[src/rtl/trade_pkg.sv]
// Shared types and constants for the order scheduler slice.
package trade_pkg;
  localparam int POS_W = 9;

  localparam logic SIDE_BUY  = 1'b1;
  localparam logic SIDE_SELL = 1'b0;

  typedef enum logic [1:0] {
    S_IDLE = 2'd0,
    S_REQ  = 2'd1,
    S_COOL = 2'd2,
    S_HALT = 2'd3
  } state_e;

  typedef logic signed [POS_W-1:0] pos_t;
endpackage

[src/rtl/order_scheduler_if.sv]
// Order offer bus: scheduler offers, downstream accepts with order_ready.
interface order_scheduler_if;
  logic       order_valid;
  logic       order_ready;
  logic       order_side;
  logic [7:0] order_price;
  logic [3:0] order_qty;

  modport master (output order_valid, order_side, order_price, order_qty,
                  input  order_ready);
  modport slave  (input  order_valid, order_side, order_price, order_qty,
                  output order_ready);
endinterface

[src/rtl/order_scheduler_timer.sv]
// 8-bit down-counter shared between ack-timeout and cooldown counting.
module order_timer (
  input  logic       clk,
  input  logic       rst,
  input  logic       load,
  input  logic [7:0] load_val,
  input  logic       dec,
  output logic       zero
);
  logic [7:0] cnt_q, cnt_d;

  // next count: load wins, decrement saturates at zero
  always_comb begin
    cnt_d = cnt_q;
    if (load)                   cnt_d = load_val;
    else if (dec && cnt_q != 0) cnt_d = cnt_q - 8'd1;
  end

  // counter register
  always_ff @(posedge clk or posedge rst) begin
    if (rst) cnt_q <= '0;
    else     cnt_q <= cnt_d;
  end

  assign zero = (cnt_q == 8'd0);
endmodule

[src/rtl/order_scheduler.sv]
// Order scheduler: turns buy/sell decisions into handshaked orders with
// position limits, post-order cooldown, ack timeout and a kill switch.
module order_scheduler
  import trade_pkg::*;
#(
  parameter int MAX_POS   = 16,
  parameter int ORDER_QTY = 1,
  parameter int COOLDOWN  = 4,
  parameter int TIMEOUT   = 32
) (
  input  logic                clk,
  input  logic                rst,
  input  logic                enable,
  input  logic                kill,
  input  logic                buy_signal,
  input  logic                sell_signal,
  input  logic [7:0]          price,
  order_scheduler_if.master   ord,
  output logic signed [POS_W-1:0] position,
  output logic                limit_hit,
  output logic                halted,
  output logic                timeout_err
);
  // Limit checks are done one bit wider so pos+qty cannot wrap.
  localparam logic signed [POS_W:0] QTY_S = ORDER_QTY[POS_W:0];
  localparam logic signed [POS_W:0] MAX_S = MAX_POS[POS_W:0];
  // Timer is loaded with N-1 and expires on the edge it reads zero,
  // giving exactly N cycles in the state.
  localparam logic [7:0] TO_LD = 8'(TIMEOUT - 1);
  localparam logic [7:0] CD_LD = (COOLDOWN == 0) ? 8'd0 : 8'(COOLDOWN - 1);

  state_e     state_q, state_d;
  logic       side_q, side_d;
  logic [7:0] price_q, price_d;
  pos_t       pos_q, pos_d;
  logic       valid_q, lim_q, lim_d, halt_q, terr_q, terr_d;

  logic       tmr_load, tmr_dec, tmr_zero;
  logic [7:0] tmr_val;

  logic signed [POS_W:0] pos_ext, pos_buy, pos_sell;
  logic                  buy_ok, sell_ok;

  order_timer u_timer (
    .clk      (clk),
    .rst      (rst),
    .load     (tmr_load),
    .load_val (tmr_val),
    .dec      (tmr_dec),
    .zero     (tmr_zero)
  );

  // position headroom for one more order on either side
  always_comb begin
    pos_ext  = {pos_q[POS_W-1], pos_q};
    pos_buy  = pos_ext + QTY_S;
    pos_sell = pos_ext - QTY_S;
    buy_ok   = (pos_buy <= MAX_S);
    sell_ok  = (pos_sell >= -MAX_S);
  end

  // next-state and datapath decisions
  always_comb begin
    state_d  = state_q;
    side_d   = side_q;
    price_d  = price_q;
    pos_d    = pos_q;
    lim_d    = 1'b0;
    terr_d   = terr_q;
    tmr_load = 1'b0;
    tmr_val  = 8'd0;
    tmr_dec  = 1'b0;
    case (state_q)
      S_IDLE: begin
        if (kill) begin
          state_d = S_HALT;
        end else if (enable && (buy_signal ^ sell_signal)) begin
          if (buy_signal ? buy_ok : sell_ok) begin
            state_d  = S_REQ;
            side_d   = buy_signal ? SIDE_BUY : SIDE_SELL;
            price_d  = price;
            tmr_load = 1'b1;
            tmr_val  = TO_LD;
          end else begin
            lim_d = 1'b1;
          end
        end
      end
      S_REQ: begin
        // a handshake completes even when kill lands on the same edge
        if (ord.order_ready) begin
          pos_d = (side_q == SIDE_BUY) ? pos_buy[POS_W-1:0] : pos_sell[POS_W-1:0];
          if (kill)               state_d = S_HALT;
          else if (COOLDOWN == 0) state_d = S_IDLE;
          else begin
            state_d  = S_COOL;
            tmr_load = 1'b1;
            tmr_val  = CD_LD;
          end
        end else if (kill) begin
          state_d = S_HALT;
        end else if (tmr_zero) begin
          state_d = S_HALT;
          terr_d  = 1'b1;
        end else begin
          tmr_dec = 1'b1;
        end
      end
      S_COOL: begin
        if (kill)          state_d = S_HALT;
        else if (tmr_zero) state_d = S_IDLE;
        else               tmr_dec = 1'b1;
      end
      S_HALT: begin
        if (!kill && !enable) state_d = S_IDLE;
      end
      default: state_d = S_IDLE;
    endcase
  end

  // state and registered outputs
  always_ff @(posedge clk or posedge rst) begin
    if (rst) begin
      state_q <= S_IDLE;
      side_q  <= 1'b0;
      price_q <= '0;
      pos_q   <= '0;
      valid_q <= 1'b0;
      lim_q   <= 1'b0;
      halt_q  <= 1'b0;
      terr_q  <= 1'b0;
    end else begin
      state_q <= state_d;
      side_q  <= side_d;
      price_q <= price_d;
      pos_q   <= pos_d;
      valid_q <= (state_d == S_REQ);
      lim_q   <= lim_d;
      halt_q  <= (state_d == S_HALT);
      terr_q  <= terr_d;
    end
  end

  assign ord.order_valid = valid_q;
  assign ord.order_side  = side_q;
  assign ord.order_price = price_q;
  assign ord.order_qty   = ORDER_QTY[3:0];
  assign position        = pos_q;
  assign limit_hit       = lim_q;
  assign halted          = halt_q;
  assign timeout_err     = terr_q;
endmodule

[src/flat_wrapper.sv]
// flat-port wrapper written by rule: the top's interface ports become plain ports
module order_scheduler_flat import trade_pkg::*;
#(
  parameter int MAX_POS   = 16,
  parameter int ORDER_QTY = 1,
  parameter int COOLDOWN  = 4,
  parameter int TIMEOUT   = 32
)
  (clk, rst, enable, kill, buy_signal, sell_signal, price, position, limit_hit, halted, timeout_err, ord_order_valid, ord_order_side, ord_order_price, ord_order_qty, ord_order_ready);
  order_scheduler_if ord_i ();
  input  logic clk;
  input  logic rst;
  input  logic enable;
  input  logic kill;
  input  logic buy_signal;
  input  logic sell_signal;
  input  logic [7:0] price;
  output logic signed [POS_W-1:0] position;
  output logic limit_hit;
  output logic halted;
  output logic timeout_err;
  output wire logic [$bits(ord_i.order_valid)-1:0] ord_order_valid;
  output wire logic [$bits(ord_i.order_side)-1:0] ord_order_side;
  output wire logic [$bits(ord_i.order_price)-1:0] ord_order_price;
  output wire logic [$bits(ord_i.order_qty)-1:0] ord_order_qty;
  input wire logic [$bits(ord_i.order_ready)-1:0] ord_order_ready;
  assign ord_order_valid = ord_i.order_valid;
  assign ord_order_side = ord_i.order_side;
  assign ord_order_price = ord_i.order_price;
  assign ord_order_qty = ord_i.order_qty;
  assign ord_i.order_ready = ord_order_ready;
  order_scheduler #(.MAX_POS(MAX_POS), .ORDER_QTY(ORDER_QTY), .COOLDOWN(COOLDOWN), .TIMEOUT(TIMEOUT)) u_core (.clk(clk), .rst(rst), .enable(enable), .kill(kill), .buy_signal(buy_signal), .sell_signal(sell_signal), .price(price), .ord(ord_i), .position(position), .limit_hit(limit_hit), .halted(halted), .timeout_err(timeout_err));
endmodule
[config.mk]
export PLATFORM = sky130hd
export DESIGN_NAME = order_scheduler_flat
export DESIGN_NICKNAME = d
export VERILOG_FILES = /design/src/rtl/trade_pkg.sv /design/src/rtl/order_scheduler_if.sv /design/src/rtl/order_scheduler_timer.sv /design/src/rtl/order_scheduler.sv /design/src/flat_wrapper.sv
export SDC_FILE = /design/constraint.sdc
export NUM_CORES = 1
export LEC_CHECK = 0
export CORE_ASPECT_RATIO = 0.7
export CORE_MARGIN = 2
export CORE_UTILIZATION = 56
export DETAILED_ROUTE_END_ITERATION = 10
export GPL_ROUTABILITY_DRIVEN = 0
export PLACE_DENSITY = 0.85
export SETUP_SLACK_MARGIN = 0.02
export SYNTH_ARGS = -nofsm -noshare
export SYNTH_HDL_FRONTEND = slang
export SYNTH_HIERARCHICAL = 1
export SYNTH_SLANG_ARGS = --single-unit
[constraint.sdc]
create_clock -name clk -period 8.5 [get_ports clk]
set_clock_uncertainty 0.05 [all_clocks]
set_input_delay 1.275 -clock clk [delete_from_list [all_inputs] [get_ports clk]]
set_output_delay 1.275 -clock clk [all_outputs]
set_load 0.005 [all_outputs]
Yosys cells after proc, flatten, opt, wreduce, memory -nomap -nowiden
Cells that the tools add are included.
{ "totals": {"word_cells": 70, "regBits": 32, "out_inout_bits": 26} }
{ "op_classes": {"n_eq_ne": 5, "order_cmp": 2, "n_reduce_logical": 12, "n_bitwise": 3, "add_sub_neg": 3, "n_mux": 36} }
{ "op_table": {"columns": ["operator", "n"], "rows": [
  ["2-to-1 mux 8 bit", 5],
  ["2-to-1 mux 2 bit", 10],
  ["case mux 8 bit (2 select lines)", 1],
  ["2-to-1 mux 1 bit", 15],
  ["adder 9 x 2 -> 10 bit, second input constant", 1],
  [">= comparator 10 x 5 -> 1 bit, second input constant", 1],
  ["<= comparator 10 x 6 -> 1 bit, second input constant", 1],
  ["subtractor 9 x 2 -> 10 bit, second input constant", 1],
  ["2-to-1 mux 9 bit", 1],
  ["zero test 8 bit", 1],
  ["case mux 2 bit (4 select lines)", 1],
  ["AND reduction 4 bit", 2],
  ["nonzero test 8 bit", 1],
  ["subtractor 8 x 1 -> 8 bit, second input constant", 1],
  ["equality test 2 bit, second input constant", 3],
  ["2-to-1 mux 5 bit", 1],
  ["equality test 2 x 1 -> 1 bit, second input constant", 2],
  ["case mux 1 bit (2 select lines)", 2],
  ["logical AND 1 bit", 3],
  ["zero test 1 bit", 2],
  ["zero test 2 bit", 1],
  ["NOT 1 bit", 2],
  ["AND reduction 2 bit", 1],
  ["nonzero test 2 bit", 1],
  ["XOR 1 bit", 1]
]} }

Longest topological paths before layout
{ "depth": {"word_depth": 8, "mapped_depth": 14} }

Modules after synthesis
Netlist, hierarchy kept.
{ "by_module_without_submodules": {"columns": ["module", "seq_area_each_um2", "instances", "cells_each", "area_per_inst_um2"], "rows": [
  ["order_scheduler", 600.6, 1, 172, 1609.0],
  ["order_timer", 200.2, 1, 64, 549.3]
]} }

Least setup slack after synthesis
OpenSTA, ideal clock, no wires.
{ "synth_timing": {"path_kind": "input port to flip-flop", "start": "input kill", "end": "register u_core.u_timer.cnt_q[5]", "path_slack_ns": 5.225, "cell_stages": 5, "arrival_ns": 3.143, "setup_ns": 0.082, "t_required_ns": 8.368, "cell_sequence": "clkbuf_1 > nor4b_1 > or3b_2 > or4_1 > a31oi_1"} }
{ "synth_between": {"elab_chain_cells": 5, "elab_cells_between_ends": 12, "cone_classes": "mux: 10; reduce/logical: 2"} }
{ "synth_lines": {"columns": ["item", "line_no", "text"], "rows": [
  ["start, declared", "flat_wrapper.sv:14", "input logic kill;"],
  ["2-to-1 mux 1 bit *", "order_scheduler.sv:100", "end else if (kill) begin"],
  ["2-to-1 mux 1 bit", "order_scheduler.sv:91", "if (ord.order_ready) begin"],
  ["case mux 1 bit (2 select lines) *", "order_scheduler.sv:73", "case (state_q)"],
  ["named net u_core.tmr_dec", "order_scheduler.sv:38", "logic tmr_load, tmr_dec, tmr_zero;"],
  ["logical AND 1 bit *", "order_scheduler_timer.sv:16", "else if (dec && cnt_q != 0) cnt_d = cnt_q - 8'd1;"],
  ["nonzero test 2 bit (no line) *", null, null],
  ["end signal, assigned", "order_scheduler_timer.sv:22", "else cnt_q <= cnt_d;"],
  ["end, declared", "order_scheduler_timer.sv:10", "logic [7:0] cnt_q, cnt_d;"]
]} }
Mark *: on every way through the listed nets, which the timed path passes. The rest lies on a longest branch.
A chain may end at the register's enable or synchronous reset.

Worst setup path in the final report
{ "layout_timing": {"start": "input ord_order_ready", "end": "register u_core.u_timer.cnt_q[5]"} }
{ "layout_between": {"elab_chain_cells": 4, "elab_cells_between_ends": 7, "cone_classes": "mux: 5; reduce/logical: 2"} }
{ "layout_lines": {"columns": ["item", "line_no", "text"], "rows": [
  ["start, declared", "flat_wrapper.sv:26", "input wire logic [$bits(ord_i.order_ready)-1:0] ord_order_ready;"],
  ["2-to-1 mux 1 bit", "order_scheduler.sv:91", null],
  ["case mux 1 bit (2 select lines)", "order_scheduler.sv:73", null],
  ["named net u_core.tmr_dec", "order_scheduler.sv:38", null],
  ["logical AND 1 bit", "order_scheduler_timer.sv:16", null],
  ["nonzero test 2 bit (no line)", null, null]
]} }
The timed path passes the listed nets, and every way through them passes these cells.

==> qor.csv <==
stage,metric,value,unit
status,outcome,finished clean,
synth,yosysTopAreaCell,dfrtp_1,
cts,cts_buffers,5,
grt,grt_pass1_vias,1688,
synth,ys_seq_area_share,37.1,%
placement,dp_hpwl,3520,µm
setup_path,critPathTopFamily,simple AND/OR/NAND/NOR gates,
floorplanning,die_area,4370,µm²
timing,max_slew_margin,35.6,%
final_layout,nets,290,
flow_run,cap_viol_max_count,0,
setup_path,timing.rr.start,u_core/position[0],
floorplanning,fp-row-count,18,
routing,drt_iter0_markers,138,
timing,fin_crit,3.75,ns
cts,postCtsSetupRepairBufs,0,
final_layout,antenna_cells,0,
min_path,holdPathStages,1,
final_layout,fin_area,2570,µm²
routing,routedWlPerCell,15.6,µm
setup_path,crit_path_max_incr_delay,0.65,ns
cts,insertion_delay,0.29,ns
grt,antenna_found_initial,0,
synth,synth_area_per_cell,9.15,µm²
setup_path,reg2reg_to,u_core/u_timer/cnt_q[0],
final_layout,nFillCells,272,
timing,rsz0062_at_grt,false,
timing,finalSetupViolations,0,
synth,synth_top_cell_area_share,37.1,%
timing,timing.final.ws_setup,4.75,ns
min_path,worstHoldEndpoint,u_core/ord.order_price[1],
setup_path,slowest_stage,nor4b_1,
power,ir_drop,216,µV
synth,ys_dominant_reg_cell,dfrtp_1,
cts,cts_num_sinks,32,
timing,fin_crit_sh,44.1,%
final_layout,area_growth,19.3,%
floorplanning,die_y,55.9,µm
final_layout,final_cell_mix,"36 x clkdlybuf4s50_1, 32 x dfrtp_1, 25 x nor2_1",
grt,grt-ovfl-total,0,
cts,clk_pin_slew,0.06,ns
routing,drt_wl_total,4950,µm
setup_path,r2r_cells,11,
cts,htree_levels,2,
setup_path,critical_path_class,in2reg,
synth,synth_area,2160,µm²
min_path,min_path_type,reg2reg,
setup_path,cp_cell_sequence,"clkdlybuf4s50_1, nor2b_1, nor2_1, nor4b_1, or3b_2, or4_1, a31oi_1",
routing,num_vias,1859,
timing,worstMarginPinSlew,0.965,ns
timing,maxSlewViolCount,0,
final_layout,layout-drive-gt1-share,9.36,%
routing,avgViaCountPerCell,5.86,
floorplanning,ios,41,
setup_path,rrSetupSlack,5.01,ns
setup_path,crit_buf_inv,1,
setup_path,startpoint_type,input pin,
setup_path,worst_setup_path_end_kind,register,
cts,cts-root-buf,clkbuf_8,
setup_path,cp_max_fo,6,
setup_path,required,8.66,ns
synth,synth_edf_count,0,
cts,cts_tree,built,
placement,place_area,2500,µm²
synth,ys_top_cells_by_area,"dfrtp_1 37%, mux2_4 6.3%, ha_1 4.6%",
timing,setup_tns,0,ns
final_layout,final_common_cell,clkdlybuf4s50_1,
routing,drtPass1Iterations,4,
cts,cts_buffer_depth,2,
cts,cts.repair.resized,0,
grt,grt_pass1_wl,8250,µm
final_layout,stdcell_count,317,
routing,ant_nets,0,
synth,ys_ff_latch,32,
floorplanning,die_w,78.2,µm
synth,ys_types,57,
grt,grt_start_max_net_pins,25,
placement,placed_cells,310,
floorplanning,core-area,3600,µm²
synth,synth.yosys.warnings,6,
cts,hold_buffers,0,
placement,pre_cts_slack,4.47,ns
timing,fmax,267,MHz
timing,hold_viol,0,
grt,grt_use_total,24.2,%
placement,io_buffers,36,
final_layout,multi_input_area,1210,µm²
synth,synthArstFlopShare,100,%
power,p_leak,1.07,nW
floorplanning,start_util,59.9,%
synth,synthCells,236,
setup_path,cp.arrival,3.91,ns
routing,drc,0,
final_layout,ff_latch_area,801,µm²
power,power.density,336,nW/µm²
min_path,hp-start,u_core/ord.order_price[1],
cells in the mapped netlist (all sizes together) (7+ instances only):
cell and instances:
a21oi 9, buf 12, dfrtp 32, ha 8, inv 14, mux2 9
nand2 16, nand3 9, nor2 25, o21ai 13, xor2 7
where the power goes:
group / internal, mW / switching (mW) / leakage [nW]
Sequential: 0.220 / 0.105 / 0.400
Clock: 0.0556 / 0.0562 / 0.0410
Combinational: 0.229 / 0.199 / 0.629
Total: 0.504 / 0.361 / 1.07
metrics by stage:
stage	total power, mW	utilization, %	hold WS (ns)
global route	0.935	71.5	0.480
global placement	0.732	69.3	0.416
floorplan	0.599	-	0.416
detailed placement	0.745	69.3	0.448
finish	0.864	71.5	0.465
CTS	0.861	71.5	0.467
cells by family after synthesis:
logic type / Yosys count / synth area share (%)
buf+inv: 32 / 7.59
fa+ha+maj: 8 / 4.64
mux: 12 / 7.65
other cells: 2 / 0.348
simple gates: 83 / 20.3
compound gates: 57 / 18.3
xor+xnor: 10 / 4.06
flops: 32 / 37.1
worst register-to-register path: stages, from the launching register on:
cell and delay (ns):
dfrtp_1 0.48, inv_1 0.10, ha_1 0.23, or3b_1 0.39
nor4_2 0.23, o21ai_1 0.14, a21oi_2 0.22, nand3_1 0.15
a21oi_1 0.67, inv_1 0.37, o2111ai_1 0.20, o211ai_1 0.12
flip-flops by register name, summed over array words and instances, names as in the netlist:
register / count
u_core/halted: 1
u_core/ord.order_price: 8
u_core/ord.order_valid: 1
u_core/limit_hit: 1
u_core/timeout_err: 1
u_core/state_q: 2
u_core/position: 9
u_core/ord.order_side: 1
u_core/u_timer/cnt_q: 8
per-layer routing:
layer / GRT usage [%] / routed length (µm) / vias up
met5: 0 / 0 / -
met4: 9.27 / 76 / 0
met3: 7.31 / 433 / 12
met2: 32.9 / 2090 / 86
met1: 36.0 / 2360 / 874
li1: - / - / 887
layout make-up:
cell class              count  share of cell area, %
clock inverters             1                  0.194
repair buffers             36                   14.0
well taps                  50                   2.43
clock buffers               6                   2.82
inverters                  15                   2.38
flip-flops and latches     32                   31.1
multi-input cells         177                   47.1
how the worst max path moves through the flow:
stage	startpoint	endpoint	slack (ns)	depth (start not counted)
final	ord_order_ready	u_core/u_timer/cnt_q[5]	4.75	7
after global routing	ord_order_ready	u_core/u_timer/cnt_q[5]	4.56	7
after CTS	ord_order_ready	u_core/u_timer/cnt_q[5]	4.77	7
after detailed placement	ord_order_ready	u_core/u_timer/cnt_q[5]	4.47	7
after global placement	ord_order_ready	u_core/u_timer/cnt_q[5]	4.56	7
after floorplan	kill	u_core/u_timer/cnt_q[5]	5.22	5
(Power assumes the default switching activity.)
